$ cat src/rtl/weight_dispatch_pkg.sv
// weight_dispatch_pkg: shared width helpers, full-threshold margin and lane slicing for weight_dispatch_fifo
package weight_dispatch_pkg;
    localparam int FULL_MARGIN = 1;
    function automatic int cnt_width(input int depth);
        return $clog2(depth + 1);
    endfunction
    function automatic int ptr_width(input int depth);
        return $clog2(depth);
    endfunction
    function automatic int lane_lsb(input int lane, input int width);
        return lane * width;
    endfunction
endpackage

$ cat src/rtl/weight_dispatch_fifo_sync_fifo.sv
// sync_fifo: count-based per-lane FIFO, no fall-through
//   push/din write the tail (caller keeps push low while full), pop retires the head
//   when non-empty; empty/full/head report the current state
module sync_fifo
    import weight_dispatch_pkg::*;
#(
    parameter int DATA_WIDTH = 16,
    parameter int FIFO_DEPTH = 4
) (
    input  logic                  clk,
    input  logic                  rst,
    input  logic                  push,
    input  logic                  pop,
    input  logic [DATA_WIDTH-1:0] din,
    output logic                  empty,
    output logic                  full,
    output logic [DATA_WIDTH-1:0] head
);
    localparam int CNT_WIDTH = cnt_width(FIFO_DEPTH);
    localparam int PTR_WIDTH = ptr_width(FIFO_DEPTH);
    logic [DATA_WIDTH-1:0] mem_q [FIFO_DEPTH];
    logic [PTR_WIDTH-1:0]  rd_q, wr_q;
    logic [CNT_WIDTH-1:0]  cnt_q;
    logic                  do_pop;
    assign do_pop = pop & ~empty;
    assign empty  = cnt_q == '0;
    assign full   = cnt_q == CNT_WIDTH'(FIFO_DEPTH);
    assign head   = mem_q[rd_q];
    always_ff @(posedge clk or posedge rst) begin
        if (rst) begin
            rd_q  <= '0;
            wr_q  <= '0;
            cnt_q <= '0;
        end else begin
            if (push) wr_q <= wr_q + 1'b1;
            if (do_pop) rd_q <= rd_q + 1'b1;
            cnt_q <= cnt_q + CNT_WIDTH'(push) - CNT_WIDTH'(do_pop);
        end
    end
    always_ff @(posedge clk) begin
        if (push) mem_q[wr_q] <= din;
    end
endmodule

$ cat src/rtl/weight_dispatch_fifo.sv
// weight_dispatch_fifo: turns arbiter grants into weight reads and fans the words into per-MAC FIFOs
//   in : clk, rst (async, active high), addr/fetch_en/wr_en grant, all_done, mem_rdata, mac_ready
//   out: full backpressure, mem_rd_en/mem_addr read port, mac_valid/mac_wdata lanes, drain_done
//   optional macro WEIGHT_DISPATCH_OVF_CHECK_EN adds sticky ovf_err for dropped overflow grants
module weight_dispatch_fifo
    import weight_dispatch_pkg::*;
#(
    parameter int NUM_MACS   = 4,
    parameter int ADDR_WIDTH = 8,
    parameter int DATA_WIDTH = 16,
    parameter int FIFO_DEPTH = 4
) (
    input  logic                           clk,
    input  logic                           rst,
    input  logic [ADDR_WIDTH-1:0]          addr,
    input  logic                           fetch_en,
    input  logic [NUM_MACS-1:0]            wr_en,
    input  logic                           all_done,
    output logic                           full,
    output logic                           mem_rd_en,
    output logic [ADDR_WIDTH-1:0]          mem_addr,
    input  logic [DATA_WIDTH-1:0]          mem_rdata,
    output logic [NUM_MACS-1:0]            mac_valid,
    input  logic [NUM_MACS-1:0]            mac_ready,
    output logic [NUM_MACS*DATA_WIDTH-1:0] mac_wdata,
    output logic                           drain_done
`ifdef WEIGHT_DISPATCH_OVF_CHECK_EN
    ,
    output logic                           ovf_err
`endif
);
    localparam int CNT_WIDTH = cnt_width(FIFO_DEPTH);
    logic                pend_vld_q, drain_done_q, drain_done_d;
    logic [NUM_MACS-1:0] pend_mask_q, hit, ovf, near_full, fifo_empty, fifo_full;
    // The read port is held quiet while reset is asserted so its reset value is observable.
    assign mem_rd_en    = ~rst & fetch_en & |wr_en;
    assign mem_addr     = rst ? '0 : addr;
    assign hit          = fetch_en ? wr_en : '0;
    assign full         = |near_full;
    assign mac_valid    = ~fifo_empty;
    assign drain_done_d = drain_done_q | (all_done & ~pend_vld_q & &fifo_empty);
    assign drain_done   = drain_done_q;
    always_ff @(posedge clk or posedge rst) begin
        if (rst) begin
            pend_vld_q   <= 1'b0;
            pend_mask_q  <= '0;
            drain_done_q <= 1'b0;
        end else begin
            pend_vld_q   <= mem_rd_en;
            pend_mask_q  <= hit & ~ovf;
            drain_done_q <= drain_done_d;
        end
    end
    for (genvar g = 0; g < NUM_MACS; g++) begin : g_lane
        logic [CNT_WIDTH-1:0]  resv_q, resv_d;
        logic [DATA_WIDTH-1:0] head;
        logic                  pop;
        // resv counts stored plus in-flight words, so a lane at FIFO_DEPTH cannot take another grant.
        assign ovf[g]       = hit[g] & (resv_q == CNT_WIDTH'(FIFO_DEPTH));
        assign pop          = mac_valid[g] & mac_ready[g];
        assign resv_d       = resv_q + CNT_WIDTH'(hit[g] & ~ovf[g]) - CNT_WIDTH'(pop);
        assign near_full[g] = resv_q >= CNT_WIDTH'(FIFO_DEPTH - FULL_MARGIN);
        assign mac_wdata[lane_lsb(g, DATA_WIDTH) +: DATA_WIDTH] = fifo_empty[g] ? '0 : head;
        always_ff @(posedge clk or posedge rst) begin
            if (rst) resv_q <= '0;
            else resv_q <= resv_d;
        end
        sync_fifo #(
            .DATA_WIDTH(DATA_WIDTH),
            .FIFO_DEPTH(FIFO_DEPTH)
        ) u_fifo (
            .clk  (clk),
            .rst  (rst),
            .push (pend_vld_q & pend_mask_q[g] & ~fifo_full[g]),
            .pop  (pop),
            .din  (mem_rdata),
            .empty(fifo_empty[g]),
            .full (fifo_full[g]),
            .head (head)
        );
    end
`ifdef WEIGHT_DISPATCH_OVF_CHECK_EN
    logic ovf_err_q;
    always_ff @(posedge clk or posedge rst) begin
        if (rst) ovf_err_q <= 1'b0;
        else begin
            ovf_err_q <= ovf_err_q | (|ovf);
            assert (ovf == '0) else $error("weight_dispatch_fifo: overflow grant dropped, lanes %b", ovf);
        end
    end
    assign ovf_err = ovf_err_q;
`endif
endmodule

$ cat config.mk
export PLATFORM = sky130hd
export DESIGN_NAME = weight_dispatch_fifo
export DESIGN_NICKNAME = d
export VERILOG_FILES = /design/src/rtl/weight_dispatch_pkg.sv /design/src/rtl/weight_dispatch_fifo_sync_fifo.sv /design/src/rtl/weight_dispatch_fifo.sv
export SDC_FILE = /design/constraint.sdc
export NUM_CORES = 1
export LEC_CHECK = 0
export ABC_CLOCK_PERIOD_IN_PS = 2100
export BUFFER_PORTS_ARGS = -buffer_cell sky130_fd_sc_hd__buf_2
export CORE_MARGIN = 2
export CORE_UTILIZATION = 40
export CTS_BUF_LIST = sky130_fd_sc_hd__clkbuf_2 sky130_fd_sc_hd__clkbuf_4 sky130_fd_sc_hd__clkbuf_8
export CTS_CLUSTER_DIAMETER = 30
export CTS_CLUSTER_SIZE = 8
export DETAILED_ROUTE_END_ITERATION = 6
export PLACE_DENSITY = 0.69
export SLEW_MARGIN = 10
export SYNTH_ARGS = -nofsm -noshare
export SYNTH_HDL_FRONTEND = slang
export SYNTH_SLANG_ARGS = --single-unit
$ cat constraint.sdc
create_clock -name clk -period 2.1 [get_ports clk]
set_input_delay 0.315 -clock clk [delete_from_list [all_inputs] [get_ports clk]]
set_output_delay 0.315 -clock clk [all_outputs]
set_load 0.01 [all_outputs]
==> flow_metrics.env, run 1 <==
export IMPL_grt_overflow=0
export IMPL_fin_crit_ps=2358
export IMPL_leakagePower_nw=6.029
export IMPL_final_setup_skew_ps=22.48
export IMPL_wl_per_cell_um=19.22
export IMPL_grt_pass1_wl_um=38700
export IMPL_initial_core_util_pct=40.72
export IMPL_peakVddDrop_v=0.0005188
export IMPL_required_ps=1780
export IMPL_synth_fa_ha_area_share_pct=4.902
export IMPL_slew_violations=0
export IMPL_ios=115
export IMPL_pwr_share_clk_pct=26.7
export IMPL_hold_violations=0
export IMPL_synth_most_common_cell="edfxtp_1"
export IMPL_synth_compound_area_share_pct=0.8738
export IMPL_yosys_top_cells_area="edfxtp_1 62%, dfrtp_1 9.2%, mux4_1 6.7%"
export IMPL_muxShareOfSynthArea_pct=12.90
export IMPL_std_cell_rows=64
export IMPL_ys_types=30
export IMPL_status="complete, but fails checks"
export IMPL_drive_above_1_share_pct=48.13
export IMPL_port_buffers=114
export IMPL_cts_root_buffer="clkbuf_8"
export IMPL_die_area_um2=32570
export IMPL_ctsLongestPathBuffers=3
export IMPL_area_growth_pct=27.82
export IMPL_yosysSeqAreaShare_pct=70.95
export IMPL_first_iter_violations=434
export IMPL_grt_max_degree=47
export IMPL_synth_top_family_by_area="multiplexers"
export IMPL_p_comb_share_pct=39.6
export IMPL_ant_nets=0
export IMPL_gr_usage_met3_pct=3.517
export IMPL_synthFlopType="edfxtp_1"
export IMPL_gr_usage_all_layers_pct=15.40
export IMPL_antennaDiodeCount=0
export IMPL_ys_warn_count=0
export IMPL_holdCritPathClass="in2reg"
export IMPL_p_total_mw=22.46
export IMPL_grt_busiest_layer="met2"
export IMPL_cellPowerDensity_nw_per_um2=1410
export IMPL_cap_violations=0
export IMPL_synthTopCellsByCount="256 x edfxtp_1, 81 x and2_1, 46 x dfrtp_1, 42 x inv_1, 36 x ha_1"
export IMPL_fp_dieW_um=180.5
export IMPL_synth_xor_area_share_pct=1.687
export IMPL_switching_share_pct=28.96
export IMPL_synth_simple_area_share_pct=5.816
export IMPL_syn_cell_area_um2=12460
export IMPL_critPathMostFrequentCell="buf_12"
export IMPL_synth_fp_nets=721
export IMPL_seq_power_share_pct=33.7
export IMPL_finalSetupViolCount=65
export IMPL_cts_max_level=2
export IMPL_grt_util_met2_pct=24.90
export IMPL_synth_top_area_share_pct=61.71
export IMPL_vias=6403
export IMPL_gp_congestion=0.7295
export IMPL_route_detailed_drc=0
export IMPL_insertion_delay_ps=590
export IMPL_cp_max_fo=6
export IMPL_fill_cells=2471
export IMPL_hpwl_um=14860
export IMPL_rsz0062_at_grt="true"
export IMPL_max_slew_margin_pct=58.14
export IMPL_synth_area_per_cell_um2=19.43
export IMPL_start_kind="flop"
export IMPL_p_int_mw=15.95
export IMPL_finalSetupTns_ps=-11720
export IMPL_tritoncts="done"
export IMPL_crit_chain="buf_12 -> buf_12 -> mux4_2 -> and2_1 -> buf_2"
export IMPL_worstMarginPinSlew_ps=627.9
export IMPL_ys_seq_elements=302
export IMPL_setup_ws_ps=-258.5
export IMPL_fin_nets=949
export IMPL_finalCritPeriodShare_pct=112.3
export IMPL_netlist_instances=641
export IMPL_antenna_found_initial=0
export IMPL_violations="negative setup slack"
export IMPL_die_y_um=180.5
export IMPL_switching_power_mw=6.504
export IMPL_endpoint_kind="primary output"
export IMPL_coreArea_um2=30590
export IMPL_first_pass_iters=4
export IMPL_drt_vias_per_instance=4.903
export IMPL_max_freq_mhz=424.0
export IMPL_wl_um=25110
export IMPL_utilization_pct=52.05
export IMPL_grt_pass1_vias=6774
export IMPL_async_reset_ff_share_pct=15.23
export IMPL_cpMaxStageDelayCell="mux4_2"
export IMPL_arrival_ps=2040
export IMPL_use_met1_pct=20.92
export IMPL_critical_path_class="reg2out"
export IMPL_synth_edf_count=256
export IMPL_slowest_delay_ps=500
export IMPL_clk_pin_slew_ps=50
export IMPL_cts_made_buffers=58
export IMPL_clock_sinks=302
export IMPL_synth_top_area_cell="edfxtp_1"
-- power groups by stage --
stage	Combinational (mW)	Clock (mW)	Sequential (mW)
global placement	6.16	0	7.60
CTS	8.12	6.12	7.53
floorplan	4.26	0	7.54
global route	9.66	6.42	7.63
finish	8.90	5.99	7.57
detailed placement	6.25	0	7.63
-- path summary, 6_finish.rpt --
check / cells after the start / startpoint / endpoint / slack [ps]
min in group asynchronous: 4 / rst / g_lane[2].u_fifo.rd_q[1] / 550
min reg2reg: 1 / g_lane[3].u_fifo.rd_q[1] / g_lane[3].u_fifo.rd_q[1] / 480
max reg2reg: 9 / g_lane[2].u_fifo.cnt_q[1] / g_lane[2].u_fifo.cnt_q[2] / 40
min: 2 / wr_en[0] / pend_mask_q[0] / 40
max: 5 / g_lane[1].u_fifo.rd_q[0] / mac_wdata[26] / -260
max in group asynchronous: 4 / rst / g_lane[1].u_fifo.rd_q[0] / 1080
-- per-layer routing --
metal | up-vias | share of wire (%)
met5 | - | 0
met4 | 0 | 1.7
met3 | 34 | 5.5
met2 | 198 | 49
met1 | 3273 | 44
li1 | 2898 | -
-- critical path: cells and delay by family, from the launching register on --
family	cells	cell delay, ps
muxes	1	500
DFF	1	430
buffers and inverters	3	400
and+or+nand+nor	1	150
-- flip-flops by register name, indices dropped and copies added, names as in the netlist --
name and flops:
drain_done 1, g_lane.u_fifo.mem_q 256, g_lane.u_fifo.cnt_q 12, g_lane.u_fifo.rd_q 8
g_lane.u_fifo.wr_q 8, pend_vld_q 1, g_lane.resv_q 12, pend_mask_q 4
-- stage by stage --
| stage | std cells | area [um2] | worst slack [ps] | hold slack [ps] |
|---|---|---|---|---|
| floorplan | 641 | 12520 | -90.64 | 413.9 |
| global placement | 1170 | 13760 | 44.81 | 467.1 |
| detailed placement | 1170 | 13760 | 17.33 | 473.9 |
| CTS | 1299 | 15610 | -303.3 | 13.25 |
| global route | 1306 | 15920 | -344.9 | 32.23 |
| finish | 1306 | 15920 | -258.5 | 36.28 |
-- timing repair --
action                                  CTS  global route
hold endpoints to repair                  4             0
gates cloned                              6             2
pin swaps                                31            27
hold buffers                              3             0
setup buffers                            20            11
endpoints found under the setup margin   68            79
gates resized for setup                 111            92
-- layout make-up --
class | count | area, um2 | area share [%]
Inverter | 42 | 157.7 | 0.9901
Clock inverter | 35 | 346.6 | 2.177
Timing Repair Buffer | 192 | 1783 | 11.20
Sequential cell | 302 | 8846 | 55.56
Tap cell | 396 | 495.5 | 3.112
Clock buffer | 66 | 870.8 | 5.469
Multi-Input combinational cell | 273 | 3423 | 21.50
-- cells by family after synthesis --
| group | Yosys count |
|---|---|
| AO/OA/AOI/OAI | 16 |
| XOR/XNOR | 24 |
| adder cells (fa/ha/maj) | 44 |
| buffers and inverters | 66 |
| flip-flops | 302 |
| multiplexers | 68 |
| AND/OR/NAND/NOR | 121 |
-- cell usage in the layout, fill, tap and decap left out, types with 8 or more instances in the layout --
cell type and n:
and2_1 20, dfrtp_1 40, buf_4 50, buf_6 65
xnor2_1 15, inv_1 38, edfxtp_1 256, buf_12 12
buf_2 57, ha_1 30, clkbuf_8 60, nor2b_1 8
clkinv_1 10, mux4_2 59, and2_4 61, clkinv_2 11
No activity file was read; power rests on OpenSTA's default activity.
==> inputs of run 2 (changes only) <==
--- a/config.mk
+++ b/config.mk
@@ -10,7 +10,6 @@
 export CORE_MARGIN = 2
 export CORE_UTILIZATION = 40
 export CTS_BUF_LIST = sky130_fd_sc_hd__clkbuf_2 sky130_fd_sc_hd__clkbuf_4 sky130_fd_sc_hd__clkbuf_8
-export CTS_CLUSTER_DIAMETER = 30
 export CTS_CLUSTER_SIZE = 8
 export DETAILED_ROUTE_END_ITERATION = 6
 export PLACE_DENSITY = 0.69
@@ -18,3 +17,4 @@
 export SYNTH_ARGS = -nofsm -noshare
 export SYNTH_HDL_FRONTEND = slang
 export SYNTH_SLANG_ARGS = --single-unit
+export TNS_END_PERCENT = 10
==> run 2 against run 1 <==
Against the previous run:
- the run still ends with negative setup slack left
- first-iteration DRC count up 3.9%
- clock skew up 10 ps
- final cell count down 3.4%
- non-clock buffer count down 23
- fmax up 2.4%
- sequential share of layout area up 3.1 points
- register-to-register slack about the same
- via count down 3.1%
- largest power group is now sequential cells
==> flow_metrics.env, run 2 (synthesis gave the netlist of run 1 again) <==
export IMPL_status="complete, but fails checks"
export IMPL_violations="negative setup slack"
export IMPL_p_total_mw=20.05
export IMPL_cellPowerDensity_nw_per_um2=1330
export IMPL_antenna_found_initial=0
export IMPL_peakVddDrop_v=0.0004565
export IMPL_grt_pass1_vias=6608
export IMPL_worstMarginPinSlew_ps=625.7
export IMPL_holdBufCountCts=0
export IMPL_hold_violations=0
export IMPL_largest_reg_flops=256
export IMPL_ctsLongestPathBuffers=3
export IMPL_clock_sinks=302
export IMPL_fin_crit_ps=2303
export IMPL_wl_per_cell_um=18.98
export IMPL_max_slew_margin_pct=58.29
export IMPL_cp_max_fo=5
export IMPL_coreArea_um2=30590
export IMPL_fill_cells=2582
export IMPL_die_y_um=180.5
export IMPL_initial_core_util_pct=40.72
export IMPL_cts_made_buffers=48
export IMPL_r2r_end="g_lane[2].u_fifo.cnt_q[2]"
export IMPL_fin_nets=916
export IMPL_first_iter_violations=451
export IMPL_antennaDiodeCount=0
export IMPL_critical_path_class="reg2out"
export IMPL_start_kind="flop"
export IMPL_drive_above_1_share_pct=42.31
export IMPL_regMostFlops="g_lane.u_fifo.mem_q"
export IMPL_hold_ws_ps=20.42
export IMPL_insertion_delay_ps=570
export IMPL_endpoint_kind="primary output"
export IMPL_rsz0062_at_grt="true"
export IMPL_final_cell_mix="256 x edfxtp_1, 79 x buf_2, 63 x mux4_2"
export IMPL_gr_usage_all_layers_pct=14.92
export IMPL_wl_um=23940
export IMPL_drt_vias_per_instance=4.921
export IMPL_port_buffers=114
export IMPL_finalCritPeriodShare_pct=109.7
export IMPL_cap_violations=0
export IMPL_max_freq_mhz=434.1
export IMPL_cts_root_buffer="clkbuf_8"
export IMPL_route_detailed_drc=0
export IMPL_first_pass_iters=4
export IMPL_tritoncts="done"
export IMPL_leakagePower_nw=5.632
export IMPL_slew_violations=0
export IMPL_r2r_setup_slack_ps=30
export IMPL_arrival_ps=1990
export IMPL_area_growth_pct=21.04
export IMPL_clk_pin_slew_ps=60
export IMPL_fp_dieW_um=180.5
export IMPL_rr_startpoint="g_lane[2].u_fifo.cnt_q[0]"
export IMPL_finalSetupViolCount=65
export IMPL_holdCritPathClass="in2async"
export IMPL_ant_nets=0
export IMPL_die_area_um2=32570
export IMPL_grt_pass1_wl_um=37870
export IMPL_cts_max_level=2
export IMPL_rr_worst_depth=8
export IMPL_hpwl_um=14960
export IMPL_ios=115
export IMPL_std_cell_rows=64
export IMPL_required_ps=1780
export IMPL_top_regs="g_lane.u_fifo.mem_q (256), g_lane.resv_q (12), g_lane.u_fifo.cnt_q (12)"
export IMPL_final_common_cell="edfxtp_1"
export IMPL_crit_path_start="g_lane[0].u_fifo.rd_q[0]"
export IMPL_setup_ws_ps=-203.4
export IMPL_place_ws_ps=21.44
export IMPL_grt_max_degree=47
export IMPL_final_setup_skew_ps=32.54
export IMPL_gp_congestion=0.7590
export IMPL_grt_overflow=0
export IMPL_vias=6205
==> run 2: what timing repair did <==
| item | CTS | global route |
|---|---|---|
| cloned | 3 | 0 |
| gates resized for setup | 83 | 55 |
| endpoints found under the setup margin | 67 | 74 |
| setup buffers | 12 | 0 |
| pin swaps | 26 | 8 |
==> run 2: worst max path at each step <==
stage	endpoint	slack, ps
6_report	mac_wdata[3]	-200
5_1_grt	mac_wdata[24]	-280
4_1_cts	mac_wdata[17]	-270
3_5_place_dp	g_lane[1].u_fifo.cnt_q[2]	20
3_3_place_gp	g_lane[1].u_fifo.cnt_q[2]	50
2_1_floorplan	g_lane[1].u_fifo.cnt_q[2]	-90
==> run 2: metrics by stage <==
step	std cells	setup TNS [ps]	instance area [um2]	utilization, %
after CTS	1265	-13240	14980	48.98
after global placement	1171	0	13780	45.06
final	1261	-9165	15080	49.29
after detailed placement	1171	0	13780	45.06
after floorplan	641	-249.7	12510	-
after global routing	1261	-14720	15080	49.29
==> run 2: routing by layer <==
metal	up-vias	share of wire, %	global-route usage (%)	wire length, um
met5	-	0	0	0
met4	0	1.7	4.161	401
met3	36	5.2	3.517	1234
met2	164	49	24.26	11770
met1	3193	44	20.26	10530
li1	2812	-	-	-
==> run 2: layout make-up <==
class	count	area, um2	area share, %
clock buffers	67	815.8	5.410
clock inverters	12	113.9	0.7551
inverters	42	157.7	1.046
multi-input cells	273	3306	21.92
flip-flops and latches	302	8845	58.66
well taps	396	495.5	3.286
repair buffers	169	1345	8.920
==> run 2: report_power, final <==
group	internal [mW]	switching [mW]
clock	2.74	2.15
combinational	4.34	3.24
sequential	7.12	0.466
==> run 2: critical path: stages (launching register included) <==
cell and delay (ps):
dfrtp_2 430, buf_12 120, buf_12 110, mux4_2 490, and2_4 180, buf_6 110
==> inputs of run 3 (changes only) <==
--- a/config.mk
+++ b/config.mk
@@ -5,14 +5,14 @@
 export SDC_FILE = /design/constraint.sdc
 export NUM_CORES = 1
 export LEC_CHECK = 0
-export ABC_CLOCK_PERIOD_IN_PS = 2100
+export ABC_CLOCK_PERIOD_IN_PS = 2770
 export BUFFER_PORTS_ARGS = -buffer_cell sky130_fd_sc_hd__buf_2
 export CORE_MARGIN = 2
 export CORE_UTILIZATION = 40
 export CTS_BUF_LIST = sky130_fd_sc_hd__clkbuf_2 sky130_fd_sc_hd__clkbuf_4 sky130_fd_sc_hd__clkbuf_8
 export CTS_CLUSTER_SIZE = 8
 export DETAILED_ROUTE_END_ITERATION = 6
-export PLACE_DENSITY = 0.69
+export PLACE_DENSITY = 0.61
 export SLEW_MARGIN = 10
 export SYNTH_ARGS = -nofsm -noshare
 export SYNTH_HDL_FRONTEND = slang
==> constraint.sdc (replaced) <==
create_clock -name clk -period 2.77 [get_ports clk]
set_input_delay 0.4155 -clock clk [delete_from_list [all_inputs] [get_ports clk]]
set_output_delay 0.4155 -clock clk [all_outputs]
set_load 0.01 [all_outputs]
==> run 3 against run 2 <==
Against the previous run:
- the run now ends clean
- non-clock buffer count fell by 25
- critical path depth fell by 1
- total power fell by 31%
- worst setup slack improved by 350 ps
- final area fell by 3.3%
- highest routed layer unchanged
- largest power group unchanged
- clock power fell by 21%
- global-route usage fell by 0.85 points
==> flow_metrics.env, run 3 (synthesis gave the netlist of run 1 again) <==
export IMPL_worstMarginPinSlew_ps=710.0
export IMPL_finalSetupTns_ps=0
export IMPL_gr_usage_all_layers_pct=14.08
export IMPL_die_y_um=180.5
export IMPL_vias=6080
export IMPL_endpoint_kind="primary output"
export IMPL_switching_share_pct=29.66
export IMPL_holdCritPathClass="in2async"
export IMPL_grt_pass1_wl_um=35600
export IMPL_top_regs="g_lane.u_fifo.mem_q (256), g_lane.resv_q (12), g_lane.u_fifo.cnt_q (12)"
export IMPL_multiInputGateArea_um2=3261
export IMPL_first_pass_iters=6
export IMPL_max_slew_margin_pct=52.67
export IMPL_pwr_share_clk_pct=27.9
export IMPL_crit_path_start="g_lane[1].u_fifo.rd_q[0]"
export IMPL_p_comb_share_pct=30.8
export IMPL_initial_core_util_pct=40.72
export IMPL_cts_made_buffers=49
export IMPL_final_common_cell="edfxtp_1"
export IMPL_ctsLongestPathBuffers=3
export IMPL_path_buf_inv=2
export IMPL_max_freq_mhz=381.5
export IMPL_cpMaxStageDelayCell="mux4_1"
export IMPL_ant_nets=0
export IMPL_drt_vias_per_instance=4.895
export IMPL_fill_cells=2622
export IMPL_arrival_ps=2210
export IMPL_std_cell_rows=64
export IMPL_slowest_delay_ps=590
export IMPL_port_buffers=114
export IMPL_ctsResizeCount=0
export IMPL_insertion_delay_ps=560
export IMPL_largest_reg_flops=256
export IMPL_drive_above_1_share_pct=30.85
export IMPL_post_cts_buffers=0
export IMPL_route_detailed_drc=0
export IMPL_slew_violations=0
export IMPL_cap_violations=0
export IMPL_post_dp_cell_area_um2=13570
export IMPL_switching_power_mw=4.128
export IMPL_cp_max_fo=17
export IMPL_cts_root_buffer="clkbuf_8"
export IMPL_crit_chain="buf_4 -> mux4_1 -> and2_1 -> buf_2"
export IMPL_hold_violations=0
export IMPL_rsz0062_at_grt="false"
export IMPL_grt_overflow=0
export IMPL_regArea_um2=8838
export IMPL_met1Wirelength_um=9892
export IMPL_status="complete, no violations"
export IMPL_finalSetupViolCount=0
export IMPL_p_int_mw=9.791
export IMPL_peakVddDrop_v=0.0005368
export IMPL_wl_met2_um=11280
export IMPL_tritoncts="done"
export IMPL_final_cell_mix="256 x edfxtp_1, 114 x buf_2, 81 x and2_1"
export IMPL_routed_wl_met3_um=1176
export IMPL_regMostFlops="g_lane.u_fifo.mem_q"
export IMPL_antenna_found_initial=0
export IMPL_wl_um=22840
export IMPL_ios=115
export IMPL_hpwl_um=14610
export IMPL_critical_path_class="reg2out"
export IMPL_finalCritPeriodShare_pct=94.63
export IMPL_gp_congestion=0.6949
export IMPL_grt_pass1_vias=6277
export IMPL_fin_nets=892
export IMPL_fin_area_um2=14570
export IMPL_coreArea_um2=30590
export IMPL_holdBufCountCts=0
export IMPL_clk_pin_slew_ps=60
export IMPL_area_growth_pct=16.99
export IMPL_rr_startpoint="g_lane[1].u_fifo.cnt_q[1]"
export IMPL_seq_power_share_pct=41.3
export IMPL_start_kind="flop"
export IMPL_first_iter_violations=286
export IMPL_final_setup_skew_ps=19.09
export IMPL_leakagePower_nw=5.469
export IMPL_antennaDiodeCount=0
export IMPL_fp_dieW_um=180.5
export IMPL_cellPowerDensity_nw_per_um2=955.1
export IMPL_fin_crit_ps=2621
export IMPL_die_area_um2=32570
export IMPL_grt_max_degree=47
export IMPL_clock_sinks=302
export IMPL_required_ps=2350
export IMPL_highest_layer="met4"
export IMPL_cts_max_level=2
export IMPL_critPathTopFamily="multiplexers"
export IMPL_wl_per_cell_um=18.39
==> run 3: changes by cell type in the layout (fill, tap and decap cells not counted), sizes merged <==
cell	change
buf	-25
clkbuf	+8
clkinv	-2
==> run 3: area by class of cell <==
class	instances	share of cell area, %
multi-input cells	273	22.37
clock inverters	10	0.7297
inverters	42	1.082
flip-flops and latches	302	60.65
well taps	396	3.400
clock buffers	75	6.138
repair buffers	144	5.632
==> run 3: path summary, 6_finish.rpt <==
path | cells after the start | to | slack (ps)
worst min-delay path | 3 | g_lane[2].u_fifo.cnt_q[2] | 120
worst max-delay path | 4 | mac_wdata[18] | 150
min in group clk | 2 | pend_mask_q[1] | 150
worst max register to register | 9 | g_lane[1].u_fifo.cnt_q[2] | 440
max in group asynchronous | 3 | g_lane[0].u_fifo.wr_q[0] | 2230
worst min register to register | 1 | g_lane[1].u_fifo.rd_q[0] | 470
==> run 3: power by group through the flow <==
stage / logic (mW) / clock network, mW / registers (mW)
floorplan: 3.18 / 0 / 5.70
global placement: 4.36 / 0 / 5.83
CTS: 4.41 / 4.00 / 5.76
global route: 4.79 / 4.19 / 5.82
finish: 4.29 / 3.88 / 5.75
detailed placement: 4.40 / 0 / 5.85
==> run 3: worst min-delay path, stage by stage <==
cell and delay [ps]:
buf_2 150, inv_2 70, buf_4 500
==> run 3: stage by stage <==
step                hold slack (ps)  util [%]  cells  setup slack [ps]  total power, mW
floorplan                     460.6         -    641             420.5            8.881
global placement              463.8     44.37   1157             518.3            10.19
detailed placement            466.1     44.37   1157             437.6            10.25
CTS                           112.6     47.64   1242             96.70            14.17
global route                  141.4     47.64   1242             31.02            14.80
finish                        119.4     47.64   1242             148.6            13.92
==> run 3: routing by layer <==
layer	up-vias	GRT usage, %
met5	-	0
li1	2806	-
met1	3083	18.28
met3	41	3.375
met2	150	23.60
met4	0	4.226
